==> config.mk <==
export PLATFORM = sky130hd
export DESIGN_NAME = compare_arbiter
export DESIGN_NICKNAME = d
export VERILOG_FILES = /design/src/rtl/compare_arbiter.sv
export SDC_FILE = /design/constraint.sdc
export NUM_CORES = 1
export LEC_CHECK = 0
export CORE_MARGIN = 4
export CORE_UTILIZATION = 39
export DETAILED_ROUTE_END_ITERATION = 6
export GPL_ROUTABILITY_DRIVEN = 0
export PLACE_DENSITY = 0.9
export SLEW_MARGIN = 30
export SYNTH_ARGS = -nofsm -noshare
export SYNTH_HDL_FRONTEND = slang
export SYNTH_SLANG_ARGS = --single-unit
==> constraint.sdc <==
create_clock -name clk -period 2.71 [get_ports clk]
set_clock_uncertainty 0.2 [all_clocks]
set_input_delay 0.4065 -clock clk [delete_from_list [all_inputs] [get_ports clk]]
set_output_delay 0.4065 -clock clk [all_outputs]
set_load 0.005 [all_outputs]
==> src/rtl/compare_arbiter.sv <==
// compare_arbiter: round-robin sequencer sharing one registered comparator.
// Optional one-hot result check enabled by defining COMPARE_ARB_CHECK_EN.
module compare_arbiter #(
  parameter int NREQ = 4,
  parameter int W    = 16
) (
  input  logic              clk,
  input  logic              reset,
  input  logic [NREQ-1:0]   req_valid,
  input  logic [NREQ*W-1:0] req_a,
  input  logic [NREQ*W-1:0] req_b,
  output logic [NREQ-1:0]   req_ready,
  output logic [W-1:0]      cmp_number0,
  output logic [W-1:0]      cmp_number1,
  output logic              cmp_en,
  input  logic [2:0]        cmp_result,
  output logic              rsp_valid,
  input  logic              rsp_ready,
  output logic [1:0]        rsp_id,
  output logic [2:0]        rsp_result,
  output logic              rsp_err,
  output logic              busy,
  output logic [15:0]       done_count
);

  typedef enum logic [1:0] {
    IDLE,
    EVAL,
    CAPT,
    RESP
  } state_t;

  state_t     state;
  state_t     state_nx;
  logic [1:0] rr_ptr;
  logic [1:0] win_id;
  logic       win_ok;
  logic [1:0] cand;
  logic       accept;
  logic       rsp_fire;
  logic       bad;

  logic [W-1:0] a_arr [NREQ];
  logic [W-1:0] b_arr [NREQ];

  for (genvar g = 0; g < NREQ; g++) begin : g_split
    assign a_arr[g] = req_a[g*W +: W];
    assign b_arr[g] = req_b[g*W +: W];
  end

  // First valid requester at or after rr_ptr, wrapping mod 4.
  always_comb begin
    win_id = rr_ptr;
    win_ok = 1'b0;
    cand   = '0;
    for (int k = 0; k < NREQ; k++) begin
      cand = rr_ptr + 2'(k);
      if (!win_ok && req_valid[cand]) begin
        win_ok = 1'b1;
        win_id = cand;
      end
    end
  end

  always_comb begin
    req_ready = '0;
    if (state == IDLE && win_ok && !reset)
      req_ready[win_id] = 1'b1;
  end

  assign accept   = (state == IDLE) && win_ok;
  assign rsp_fire = (state == RESP) && rsp_ready;
  assign cmp_en   = (state == EVAL);
  assign busy     = (state != IDLE);

`ifdef COMPARE_ARB_CHECK_EN
  assign bad = !(cmp_result inside {3'b001, 3'b010, 3'b100});
`else
  assign bad = 1'b0;
`endif

  always_ff @(posedge clk or posedge reset) begin
    if (reset) state <= IDLE;
    else       state <= state_nx;
  end

  always_comb begin
    state_nx = state;
    case (state)
      IDLE:    if (win_ok) state_nx = EVAL;
      EVAL:    state_nx = CAPT;
      CAPT:    state_nx = RESP;
      RESP:    if (rsp_ready) state_nx = IDLE;
      default: state_nx = IDLE;
    endcase
  end

  always_ff @(posedge clk or posedge reset) begin
    if (reset) begin
      rr_ptr      <= '0;
      cmp_number0 <= '0;
      cmp_number1 <= '0;
      rsp_valid   <= 1'b0;
      rsp_id      <= '0;
      rsp_result  <= '0;
      rsp_err     <= 1'b0;
      done_count  <= '0;
    end else begin
      if (accept) begin
        cmp_number0 <= a_arr[win_id];
        cmp_number1 <= b_arr[win_id];
        rsp_id      <= win_id;
      end
      if (state == CAPT) begin
        rsp_result <= cmp_result;
        rsp_err    <= bad;
        rsp_valid  <= 1'b1;
      end
      if (rsp_fire) begin
        rsp_valid  <= 1'b0;
        rr_ptr     <= rsp_id + 2'd1;
        done_count <= done_count + 16'd1;
      end
    end
  end

endmodule

==> flow_metrics.tcl <==
set metrics [dict create \
    setup_viol 0 \
    leakagePower_uw 0.00253 \
    drv_cap 0 \
    cts_hold_buf 0 \
    drive_above_1_share_pct 14.7 \
    die_x_um 106 \
    drc 0 \
    finalNonFillerCells 734 \
    wire_per_inst_um 19.9 \
    ir_drop_mv 0.546 \
    syn_inst 387 \
    final_nets 745 \
    synth_area_um2 3780 \
    yosysTopAreaCellShare_pct 38.4 \
    clock.fmax_ghz 0.380 \
    grt_start_max_net_pins 46 \
    synth_ff_type "dfrtp_1" \
    cts.sinks 58 \
    grt_pass1_vias 4432 \
    avgSynthCellArea_um2 9.76 \
    cts_max_level 3 \
    powerDensity_nw_per_um2 883 \
    worst_setup_path_start_kind "flop" \
    core-area_um2 9330 \
    antenna_found_initial 0 \
    drt_iter0_markers 215 \
    crit_required_ns 2.10 \
    final.setup.tns_ns 0 \
    crit_arrival_ns 2.02 \
    synth.distinct_cells 50 \
    row_count 35 \
    yosysMostFrequentCell "dfrtp_1" \
    firstDrtPassIters 6 \
    path_delay_family "flip-flops" \
    area_growth_syn_to_layout_pct 68.1 \
    ys_warn_count 0 \
    worstSetupEndpointType "output pin" \
    grt_remaining_overflow 0 \
    slew-limit-headroom_pct 60.2 \
    cp_cell_sequence "and3b_1, a211oi_2, o32ai_2, and3_1, clkdlybuf4s50_1" \
    io_pins 199 \
    port_buffers 197 \
    cts_made_buffers 9 \
    report.final.slew_viol_count 0 \
    grt_usage_pct 25.0 \
    hold_viol_final 0 \
    yosys-top-cells-area "dfrtp_1 (38%), a221o_1 (6.9%), o22a_1 (6.3%)" \
    ys_ff_latch 58 \
    hpwlAfterDp_um 11200 \
    viasPerCell 5.78 \
    cp.buffers_inverters 1 \
    min_period_ns 2.63 \
    cts.clk_slew.worst_paths_ns 0.07 \
    die_h_um 106 \
    routed-via-count 4245 \
    clockBufferDepth 2 \
    path_class "reg -> out" \
    synth_edf_count 0 \
    async_reset_ff_share_pct 100 \
    ant_nets 0 \
    dpl.cell_count 717 \
    initial_core_util_pct 40.5 \
    crit_slowest_cell "dfrtp_2" \
    synth-seq-area-share_pct 38.4 \
    yosysTopAreaCell "dfrtp_1" \
    crit_fanout 12 \
    p_total_uw 5610 \
    r2r_slack_ns 0.52 \
    antenna_cells 0 \
    max_stage_delay_ns 0.50 \
    syn-num-nets 531 \
    min_path_type "in -> async" \
    cts_tree "built" \
    wirelength_um 14600 \
    dieArea_um2 11300 \
    clk_latency_ns 0.32 \
    status "complete, no violations" \
    cts_root_buf "clkbuf_8" \
    fin_crit_sh_pct 97.1 \
    grt_pass1_wl_um 22500 \
    tightest_slew_ns 0.597 \
    design_area_um2 6350 \
    place_area_um2 6090 \
    synth.top_cells.by_count "dfrtp_1 (58), a21oi_1 (34), nand4_1 (31), o22a_1 (27)" \
]
path summary, 6_finish.rpt:
path | end | startpoint | cells past startpoint
min in group clk | done_count[15] | done_count[15] | 1
max | req_ready[3] | rr_ptr[0] | 5
min reg2reg | done_count[15] | done_count[15] | 1
max reg2reg | cmp_number0[2] | rr_ptr[0] | 7
min | cmp_number1[6] | reset | 2
max in group asynchronous | cmp_number0[0] | reset | 3
area by class of cell:
cell class              instances  area [µm²]
flip-flops and latches         58        1450
multi-input cells             283        2120
clock buffers                  10         138
well taps                     129         161
repair buffers                242        2370
inverters                       7        26.3
clock inverters                 5        78.8
fillers                       726        2980
where the power goes:
group          switching, µW  internal, µW
clock network            358           536
logic                   1460          1760
registers                263          1230
total                   2080          3520
flip-flops by register name, summed over array words and instances (netlist names):
register / flops
cmp_number0: 16
rr_ptr: 2
cmp_number1: 16
rsp_result: 3
rsp_id: 2
rsp_valid: 1
done_count: 16
state: 2
placed cells by master, fill, tap and decap left out, drive strengths merged, types with 3 or more instances in the layout:
cell type / instances
o31ai: 27
nand2b: 4
o31a: 6
ha: 6
xnor2: 12
buf: 45
o22a: 27
dfrtp: 58
clkinv: 3
a21oi: 35
mux2: 4
nor2b: 6
inv: 7
a221o: 26
and2b: 3
clkdlybuf4s50: 192
nand3: 3
and4: 7
clkbuf: 11
nand4: 31
and3: 4
nor3: 5
dlygate4sd2: 3
xor2: 4
o21ai: 17
nor2: 19
a221oi: 6
nand2: 14
metrics by stage:
stage | hold slack (ns) | utilization, % | setup slack (ns)
after global routing | 0.0918 | 68.1 | -0.0386
after floorplan | 0.265 | - | 0.114
after detailed placement | 0.265 | 65.3 | -0.201
after global placement | 0.262 | 65.3 | -0.138
final | 0.108 | 68.1 | 0.0789
after CTS | 0.0824 | 67.7 | -0.00466
timing repair:
item	in CTS	in global routing
buffers inserted	0	2
gates resized for setup	9	9
endpoints found under the setup margin	4	4
pin swaps	0	3
cloned	0	0
metal layers:
| layer | global-route usage [%] | routed length [µm] | vias up |
|---|---|---|---|
| met4 | 9.59 | 392 | 0 |
| met2 | 43.1 | 7130 | 264 |
| met1 | 29.1 | 5510 | 2004 |
| met5 | 0 | 0 | - |
| li1 | - | - | 1945 |
| met3 | 7.53 | 1560 | 32 |
cells by family after synthesis:
logic type / share of synthesized area [%]
muxes: 1.19
adders and majority gates: 1.99
buffers and inverters: 6.79
AOI/OAI and AO/OA: 32.8
xor gates and xnor gates: 3.71
DFF: 38.4
and+or+nand+nor: 15.0
other: 0.0993
No activity file was read; power rests on OpenSTA's default activity.
